===== config.mk =====
export PLATFORM = sky130hd
export DESIGN_NAME = vlsu_txn_tracker_flat
export DESIGN_NICKNAME = d
export VERILOG_FILES = /design/src/rtl/vlsu_txn_tracker_if.sv /design/src/rtl/vlsu_txn_tracker.sv /design/src/flat_wrapper.sv
export SDC_FILE = /design/constraint.sdc
export NUM_CORES = 2
export LEC_CHECK = 0
export BUFFER_PORTS_ARGS = -buffer_cell sky130_fd_sc_hd__buf_2
export CELL_PAD_IN_SITES_DETAIL_PLACEMENT = 1
export CELL_PAD_IN_SITES_GLOBAL_PLACEMENT = 1
export CORE_MARGIN = 2
export CORE_UTILIZATION = 40
export CTS_CLUSTER_DIAMETER = 100
export CTS_CLUSTER_SIZE = 25
export DETAILED_ROUTE_END_ITERATION = 16
export PLACE_DENSITY = 0.74
export SYNTH_ARGS = -nofsm -noshare
export SYNTH_HDL_FRONTEND = slang
export SYNTH_SLANG_ARGS = --single-unit

===== constraint.sdc =====
create_clock -name clk_i -period 25.5 [get_ports clk_i]
set_input_delay 7.65 -clock clk_i [delete_from_list [all_inputs] [get_ports clk_i]]
set_output_delay 7.65 -clock clk_i [all_outputs]
set_load 0.01 [all_outputs]

===== src/rtl/vlsu_txn_tracker_if.sv =====
// AR/AW pass-through and R/B snoop bundle for the VLSU transaction tracker.
// Signal suffixes are relative to the tracker: _i enters it, _o leaves it.
`default_nettype none

interface vlsu_txn_tracker_if #(
  parameter int unsigned AxiAddrWidth = 64
) ();
  logic                    ar_valid_i;
  logic                    ar_ready_o;
  logic [AxiAddrWidth-1:0] ar_addr_i;
  logic [7:0]              ar_len_i;
  logic [2:0]              ar_size_i;
  logic                    ar_valid_o;
  logic                    ar_ready_i;

  logic                    aw_valid_i;
  logic                    aw_ready_o;
  logic [AxiAddrWidth-1:0] aw_addr_i;
  logic [7:0]              aw_len_i;
  logic [2:0]              aw_size_i;
  logic                    aw_valid_o;
  logic                    aw_ready_i;

  logic                    r_valid_i;
  logic                    r_ready_i;
  logic                    r_last_i;
  logic                    b_valid_i;
  logic                    b_ready_i;

  modport slave (
    input  ar_valid_i, ar_addr_i, ar_len_i, ar_size_i, ar_ready_i,
    output ar_ready_o, ar_valid_o,
    input  aw_valid_i, aw_addr_i, aw_len_i, aw_size_i, aw_ready_i,
    output aw_ready_o, aw_valid_o,
    input  r_valid_i, r_ready_i, r_last_i, b_valid_i, b_ready_i
  );

  modport master (
    output ar_valid_i, ar_addr_i, ar_len_i, ar_size_i, ar_ready_i,
    input  ar_ready_o, ar_valid_o,
    output aw_valid_i, aw_addr_i, aw_len_i, aw_size_i, aw_ready_i,
    input  aw_ready_o, aw_valid_o,
    output r_valid_i, r_ready_i, r_last_i, b_valid_i, b_ready_i
  );
endinterface

`default_nettype wire


===== src/rtl/vlsu_txn_tracker.sv =====
// vlsu_txn_tracker: caps outstanding AXI read/write bursts and stalls reads
// overlapping pending write byte ranges. Rev 1.0
`default_nettype none

module vlsu_txn_tracker #(
  parameter int unsigned AxiAddrWidth = 64,
  parameter int unsigned MaxRdTxns    = 8,
  parameter int unsigned MaxWrTxns    = 4,
  parameter bit          HazardCheck  = 1'b1
) (
  input  logic                             clk_i,
  input  logic                             rst_i,
  input  logic                             core_st_pending_i,
  vlsu_txn_tracker_if.slave                bus,
  output logic                             load_complete_o,
  output logic                             store_complete_o,
  output logic                             store_pending_o,
  output logic [$clog2(MaxRdTxns+1)-1:0]   rd_cnt_o,
  output logic                             protocol_err_o
);

  localparam int unsigned RdCntW = $clog2(MaxRdTxns + 1);
  localparam int unsigned WrCntW = $clog2(MaxWrTxns + 1);
  localparam int unsigned PtrW   = (MaxWrTxns > 1) ? $clog2(MaxWrTxns) : 1;
  localparam int unsigned RngW   = AxiAddrWidth + 1;

  typedef logic [RngW-1:0] rng_t;

  // One extra bit keeps the inclusive end address from wrapping at the top of memory.
  function automatic rng_t range_end(input logic [AxiAddrWidth-1:0] addr,
                                     input logic [7:0] len,
                                     input logic [2:0] size);
    rng_t bytes;
    bytes = (rng_t'(len) + rng_t'(1)) << size;
    return rng_t'(addr) + bytes - rng_t'(1);
  endfunction

  function automatic logic [PtrW-1:0] ptr_inc(input logic [PtrW-1:0] p);
    return (p == PtrW'(MaxWrTxns - 1)) ? '0 : p + PtrW'(1);
  endfunction

  rng_t                wr_start_q [MaxWrTxns];
  rng_t                wr_end_q   [MaxWrTxns];
  logic [MaxWrTxns-1:0] wr_vld_q;
  logic [PtrW-1:0]     head_q, tail_q;
  logic [WrCntW-1:0]   wr_cnt_q, wr_cnt_d;
  logic [RdCntW-1:0]   rd_cnt_q, rd_cnt_d;
  logic                load_cmp_q, store_cmp_q, store_pend_q, perr_q;

  rng_t ar_start, ar_end, aw_start, aw_end;
  logic overlap, aw_ok, ar_ok, aw_hs, ar_hs;
  logic r_last_hs, b_hs, r_retire, b_pop, perr_set;

  assign ar_start = rng_t'(bus.ar_addr_i);
  assign ar_end   = range_end(bus.ar_addr_i, bus.ar_len_i, bus.ar_size_i);
  assign aw_start = rng_t'(bus.aw_addr_i);
  assign aw_end   = range_end(bus.aw_addr_i, bus.aw_len_i, bus.aw_size_i);

  always_comb begin
    overlap = 1'b0;
    for (int i = 0; i < int'(MaxWrTxns); i++) begin
      if (wr_vld_q[i] && (ar_start <= wr_end_q[i]) && (wr_start_q[i] <= ar_end)) begin
        overlap = 1'b1;
      end
    end
  end

  // A same-cycle AW blocks AR so a new table entry can never retroactively
  // invalidate an AR that has already been presented downstream.
  assign aw_ok = (wr_cnt_q < WrCntW'(MaxWrTxns));
  assign aw_hs = bus.aw_valid_i & bus.aw_ready_i & aw_ok;
  assign ar_ok = (rd_cnt_q < RdCntW'(MaxRdTxns)) &
                 (~HazardCheck | (~core_st_pending_i & ~aw_hs & ~overlap));
  assign ar_hs = bus.ar_valid_i & bus.ar_ready_i & ar_ok;

  assign bus.ar_valid_o = bus.ar_valid_i & ar_ok;
  assign bus.ar_ready_o = bus.ar_ready_i & ar_ok;
  assign bus.aw_valid_o = bus.aw_valid_i & aw_ok;
  assign bus.aw_ready_o = bus.aw_ready_i & aw_ok;

  assign r_last_hs = bus.r_valid_i & bus.r_ready_i & bus.r_last_i;
  assign b_hs      = bus.b_valid_i & bus.b_ready_i;
  assign r_retire  = r_last_hs & (rd_cnt_q != '0);
  assign b_pop     = b_hs & (wr_cnt_q != '0);
  assign perr_set  = (r_last_hs & (rd_cnt_q == '0)) | (b_hs & (wr_cnt_q == '0));

  always_comb begin
    wr_cnt_d = wr_cnt_q;
    case ({aw_hs, b_pop})
      2'b10:   wr_cnt_d = wr_cnt_q + WrCntW'(1);
      2'b01:   wr_cnt_d = wr_cnt_q - WrCntW'(1);
      default: wr_cnt_d = wr_cnt_q;
    endcase
    rd_cnt_d = rd_cnt_q;
    case ({ar_hs, r_retire})
      2'b10:   rd_cnt_d = rd_cnt_q + RdCntW'(1);
      2'b01:   rd_cnt_d = rd_cnt_q - RdCntW'(1);
      default: rd_cnt_d = rd_cnt_q;
    endcase
  end

  always_ff @(posedge clk_i or posedge rst_i) begin
    if (rst_i) begin
      wr_vld_q     <= '0;
      head_q       <= '0;
      tail_q       <= '0;
      wr_cnt_q     <= '0;
      rd_cnt_q     <= '0;
      load_cmp_q   <= 1'b0;
      store_cmp_q  <= 1'b0;
      store_pend_q <= 1'b0;
      perr_q       <= 1'b0;
    end else begin
      // Push and pop never target the same slot: push needs a free slot, pop a full one.
      if (aw_hs) begin
        wr_vld_q[tail_q] <= 1'b1;
        tail_q           <= ptr_inc(tail_q);
      end
      if (b_pop) begin
        wr_vld_q[head_q] <= 1'b0;
        head_q           <= ptr_inc(head_q);
      end
      wr_cnt_q     <= wr_cnt_d;
      rd_cnt_q     <= rd_cnt_d;
      load_cmp_q   <= r_retire;
      store_cmp_q  <= b_pop;
      store_pend_q <= (wr_cnt_d != '0);
      if (perr_set) begin
        perr_q <= 1'b1;
      end
    end
  end

  // Range payload is qualified by wr_vld_q, so it needs no reset.
  always_ff @(posedge clk_i) begin
    if (aw_hs) begin
      wr_start_q[tail_q] <= aw_start;
      wr_end_q[tail_q]   <= aw_end;
    end
  end

  assign load_complete_o  = load_cmp_q;
  assign store_complete_o = store_cmp_q;
  assign store_pending_o  = store_pend_q;
  assign rd_cnt_o         = rd_cnt_q;
  assign protocol_err_o   = perr_q;

endmodule

`default_nettype wire


===== src/flat_wrapper.sv =====
// flat-port wrapper written by rule: the top's interface ports become plain ports
module vlsu_txn_tracker_flat 
#(
  parameter int unsigned AxiAddrWidth = 64,
  parameter int unsigned MaxRdTxns    = 8,
  parameter int unsigned MaxWrTxns    = 4,
  parameter bit          HazardCheck  = 1'b1
)
  (clk_i, rst_i, core_st_pending_i, load_complete_o, store_complete_o, store_pending_o, rd_cnt_o, protocol_err_o, bus_ar_valid_i, bus_ar_addr_i, bus_ar_len_i, bus_ar_size_i, bus_ar_ready_i, bus_ar_ready_o, bus_ar_valid_o, bus_aw_valid_i, bus_aw_addr_i, bus_aw_len_i, bus_aw_size_i, bus_aw_ready_i, bus_aw_ready_o, bus_aw_valid_o, bus_r_valid_i, bus_r_ready_i, bus_r_last_i, bus_b_valid_i, bus_b_ready_i);
  vlsu_txn_tracker_if #(.AxiAddrWidth(AxiAddrWidth)) bus_i ();
  input  logic clk_i;
  input  logic rst_i;
  input  logic core_st_pending_i;
  output logic load_complete_o;
  output logic store_complete_o;
  output logic store_pending_o;
  output logic [$clog2(MaxRdTxns+1)-1:0] rd_cnt_o;
  output logic protocol_err_o;
  input wire logic [$bits(bus_i.ar_valid_i)-1:0] bus_ar_valid_i;
  input wire logic [$bits(bus_i.ar_addr_i)-1:0] bus_ar_addr_i;
  input wire logic [$bits(bus_i.ar_len_i)-1:0] bus_ar_len_i;
  input wire logic [$bits(bus_i.ar_size_i)-1:0] bus_ar_size_i;
  input wire logic [$bits(bus_i.ar_ready_i)-1:0] bus_ar_ready_i;
  output wire logic [$bits(bus_i.ar_ready_o)-1:0] bus_ar_ready_o;
  output wire logic [$bits(bus_i.ar_valid_o)-1:0] bus_ar_valid_o;
  input wire logic [$bits(bus_i.aw_valid_i)-1:0] bus_aw_valid_i;
  input wire logic [$bits(bus_i.aw_addr_i)-1:0] bus_aw_addr_i;
  input wire logic [$bits(bus_i.aw_len_i)-1:0] bus_aw_len_i;
  input wire logic [$bits(bus_i.aw_size_i)-1:0] bus_aw_size_i;
  input wire logic [$bits(bus_i.aw_ready_i)-1:0] bus_aw_ready_i;
  output wire logic [$bits(bus_i.aw_ready_o)-1:0] bus_aw_ready_o;
  output wire logic [$bits(bus_i.aw_valid_o)-1:0] bus_aw_valid_o;
  input wire logic [$bits(bus_i.r_valid_i)-1:0] bus_r_valid_i;
  input wire logic [$bits(bus_i.r_ready_i)-1:0] bus_r_ready_i;
  input wire logic [$bits(bus_i.r_last_i)-1:0] bus_r_last_i;
  input wire logic [$bits(bus_i.b_valid_i)-1:0] bus_b_valid_i;
  input wire logic [$bits(bus_i.b_ready_i)-1:0] bus_b_ready_i;
  assign bus_i.ar_valid_i = bus_ar_valid_i;
  assign bus_i.ar_addr_i = bus_ar_addr_i;
  assign bus_i.ar_len_i = bus_ar_len_i;
  assign bus_i.ar_size_i = bus_ar_size_i;
  assign bus_i.ar_ready_i = bus_ar_ready_i;
  assign bus_ar_ready_o = bus_i.ar_ready_o;
  assign bus_ar_valid_o = bus_i.ar_valid_o;
  assign bus_i.aw_valid_i = bus_aw_valid_i;
  assign bus_i.aw_addr_i = bus_aw_addr_i;
  assign bus_i.aw_len_i = bus_aw_len_i;
  assign bus_i.aw_size_i = bus_aw_size_i;
  assign bus_i.aw_ready_i = bus_aw_ready_i;
  assign bus_aw_ready_o = bus_i.aw_ready_o;
  assign bus_aw_valid_o = bus_i.aw_valid_o;
  assign bus_i.r_valid_i = bus_r_valid_i;
  assign bus_i.r_ready_i = bus_r_ready_i;
  assign bus_i.r_last_i = bus_r_last_i;
  assign bus_i.b_valid_i = bus_b_valid_i;
  assign bus_i.b_ready_i = bus_b_ready_i;
  vlsu_txn_tracker #(.AxiAddrWidth(AxiAddrWidth), .MaxRdTxns(MaxRdTxns), .MaxWrTxns(MaxWrTxns), .HazardCheck(HazardCheck)) u_core (.clk_i(clk_i), .rst_i(rst_i), .core_st_pending_i(core_st_pending_i), .bus(bus_i), .load_complete_o(load_complete_o), .store_complete_o(store_complete_o), .store_pending_o(store_pending_o), .rd_cnt_o(rd_cnt_o), .protocol_err_o(protocol_err_o));
endmodule

==> metrics <==
fin crit period=23,930 ps; Slew Viols, Final=0; Die H=just over 300 um; Synth area leader=edfxtp_1; Vias per Instance=5.69; commonest non-fill, non-tap cell in the layout=ha_1; Max clock buf depth=3; drt wl/cell=23.2 um; simple-gate share of the synthesized area=0.106; status=complete, no violations; commonest non-fill, non-tap cells in the layout=668 x ha_1, 516 x edfxtp_1, 506 x inv_1; CTS root buffer=clkbuf_16; die area=0.0967 mm^2; max frequency=41.8 MHz; Tcrit/Tclk final=0.939; total negative slack=0 ps; global-route wire length before repair=178,000 um; largest cells by area after synthesis=edfxtp_1 41%, ha_1 22%, inv_1 5.0%; worst vdd ir=0.0485 mV; Ys Warns=0; Layout area overhead=8.62%; CP bufs+invs=3; TritonCTS Buffers=27; post-cts resize count=0; largest net degree at the start of global routing=71; DR vias=28,700; Worst Setup Start Kind=primary input; adder-cell share of the synthesized area=0.225; CP Max Fanout=9; Worst Setup Path Type=in -> out; post-synthesis cell count=about 3,600; hpwl dp=94,800 um; IO Port Bufs=173; routed wl met3=6390 um; clock slew at reported path FFs=around 110 ps; Total Routing Usage GR=0.238; vias in the first global route=a little under 30,000; total gr overflow=0; Post CTS Setup Buffer Count=0; skew final=29.5 ps; Metal-1 WL=54,900 um; Final nets=4,601; # Max-Cap Violations=0; post-route insts no fill=5,045; CP max-delay cell=a2111oi_0; Post-Route WL=117,000 um; antenna violations before repair=12; synthesized area=0.0377 mm^2; Static Leakage=18.2 nW; max_slew headroom=0.231; worst-skew pair later-pin latency=630 ps; register area share after synthesis=0.424; Num Clock Sinks=about 540; largest family of logic cells by synthesized area=adder cells; hold_buf cts=0; num ports=174; Placed Instances=4,993; Yosys reg bits=535; Synth cell types=91; syn nets=4,422; metal2 WL=about 52,000 um; Multi-input gate area=0.0197 mm^2; sequential cell area=0.0160 mm^2; Compound-Gate Fraction of Synth Area=0.156; Post-Synth XOR/XNOR Area=0.0325; htree depth=1; final setup vio count=0; initial drt markers=roughly 1,900; CP max stage delay=570 ps; RSZ-0062 raised after global routing=false; CTS tree=built; Synth Flop Type=edfxtp_1; layout filler cell count=approximately 10,000; worst slew pin tran=between 1000 and 1500 ps; area share of the largest cell type after synthesis=0.411; Post-Syn Area per Cell=10.5 um^2; top layer in use=met4; Power Density=around 63 mW/mm^2; Floorplan Core Area=0.0933 mm^2; final antenna-violating net count=0; kind of cell adding the most delay to the critical path=compound AO/OA/AOI/OAI gates; Final Hold Vio Count=0; # rows=112; ys async rst share=0.0355; CP arrival=16,280 ps; post-synthesis mux area share=0.00388; Die W=311 um; Post-route DRC=0; crit end category=output port; First-pass DRT Iterations=5; gp weighted congestion=0.903; worst endpoint required time=~18,000 ps; share of post-route cells with drive strength above 1=0.0719; worst hold path class=reg -> reg; initial core utilization=0.404; EDFF count, synth=roughly 520
cell usage after synthesis, types with 29 or more instances:
| library cell | count |
|---|---|
| a21oi_1 | 263 |
| nor3_1 | 56 |
| xor2_1 | 60 |
| a21o_1 | 160 |
| edfxtp_1 | 516 |
| ha_1 | 668 |
| xnor2_1 | 72 |
| a211oi_1 | 48 |
| inv_1 | 506 |
| nand3_1 | 80 |
| o211ai_1 | 32 |
| nand2b_1 | 33 |
| nor2b_1 | 44 |
| o21ai_0 | 177 |
| nand4_1 | 108 |
| clkbuf_1 | 29 |
| nand2_1 | 189 |
| nor2_1 | 151 |
area by class of cell:
type / instances / share of cell area
Multi-Input combinational cell: 2513 / 0.481
Sequential cell: 535 / 0.390
Inverter: 506 / 0.0464
Tap cell: 1254 / 0.0383
Timing Repair Buffer: 185 / 0.0233
Clock buffer: 36 / 0.0186
Clock inverter: 8 / 0.00168
Antenna cell: 8 / 0.000489
power by group:
part           total [mW]  leakage [nW]  switching [mW]  internal, mW
Sequential           1.11          4.89          0.0345          1.07
Clock               0.517         0.407           0.303         0.214
Combinational       0.943          12.9           0.611         0.332
Total                2.57          18.2           0.949          1.62
worst register-to-register path, stage by stage, from the launching register on:
cell       delay (ps)
edfxtp_1          340
inv_1              60
ha_1              310
nand4_1           240
nor4_1            750
a21oi_1           160
a21oi_1           200
nor2_1             60
a21oi_1           210
nor4_1            140
or3_1             410
a31o_2            290
a2111oi_0         470
o211ai_1          430
or3_1             540
ha_1              290
xor2_1            170
ha_1              190
a21oi_1           140
xor2_1            160
nor2_1             70
xor2_1            140
worst paths after layout:
check	from	end	slack, ps	cells past startpoint
max	bus_ar_len_i[0]	bus_ar_valid_o	1570	35
min	u_core.protocol_err_o	u_core.protocol_err_o	490	2
max reg2reg	u_core.wr_end_q[1][15]	u_core.rd_cnt_o[2]	19640	21
min reg2reg	u_core.protocol_err_o	u_core.protocol_err_o	490	2
max in group asynchronous	rst_i	u_core.wr_vld_q[2]	17870	2
min in group asynchronous	rst_i	u_core.load_complete_o	7140	2
through the flow:
stage	utilization	instance area [um^2]	power [mW]	setup WS, ps	hold WS [ps]
after detailed placement	0.430	40100	2.06	1610	468
final	0.439	41000	2.57	1570	488
after global routing	0.439	41000	2.72	886	509
after CTS	0.439	40900	2.57	1570	493
after floorplan	-	37700	1.72	3600	482
after global placement	0.430	40100	2.02	1750	456
logic make-up (layout without fill, tap and decap cells):
group,Yosys count,after routing
multiplexers,14,14
AO/OA/AOI/OAI,903,903
XOR/XNOR,135,135
buffers and inverters,541,735
flip-flops,535,535
adder cells (fa/ha/maj),676,676
AND/OR/NAND/NOR,785,785
other,0,8
routing by layer:
layer,track usage,vias to the layer above
met5,0,-
met4,0.0725,0
met3,0.0271,156
met2,0.380,710
met1,0.338,14200
li1,-,13600
state kept, by name, indices dropped and copies added, names as in the netlist:
| signal | count |
|---|---|
| u_core.head_q | 2 |
| u_core.load_complete_o | 1 |
| u_core.protocol_err_o | 1 |
| u_core.rd_cnt_o | 4 |
| u_core.store_complete_o | 1 |
| u_core.store_pending_o | 1 |
| u_core.tail_q | 2 |
| u_core.wr_cnt_q | 3 |
| u_core.wr_end_q | 260 |
| u_core.wr_start_q | 256 |
| u_core.wr_vld_q | 4 |
Note: power is estimated with default switching activity, not from simulation.
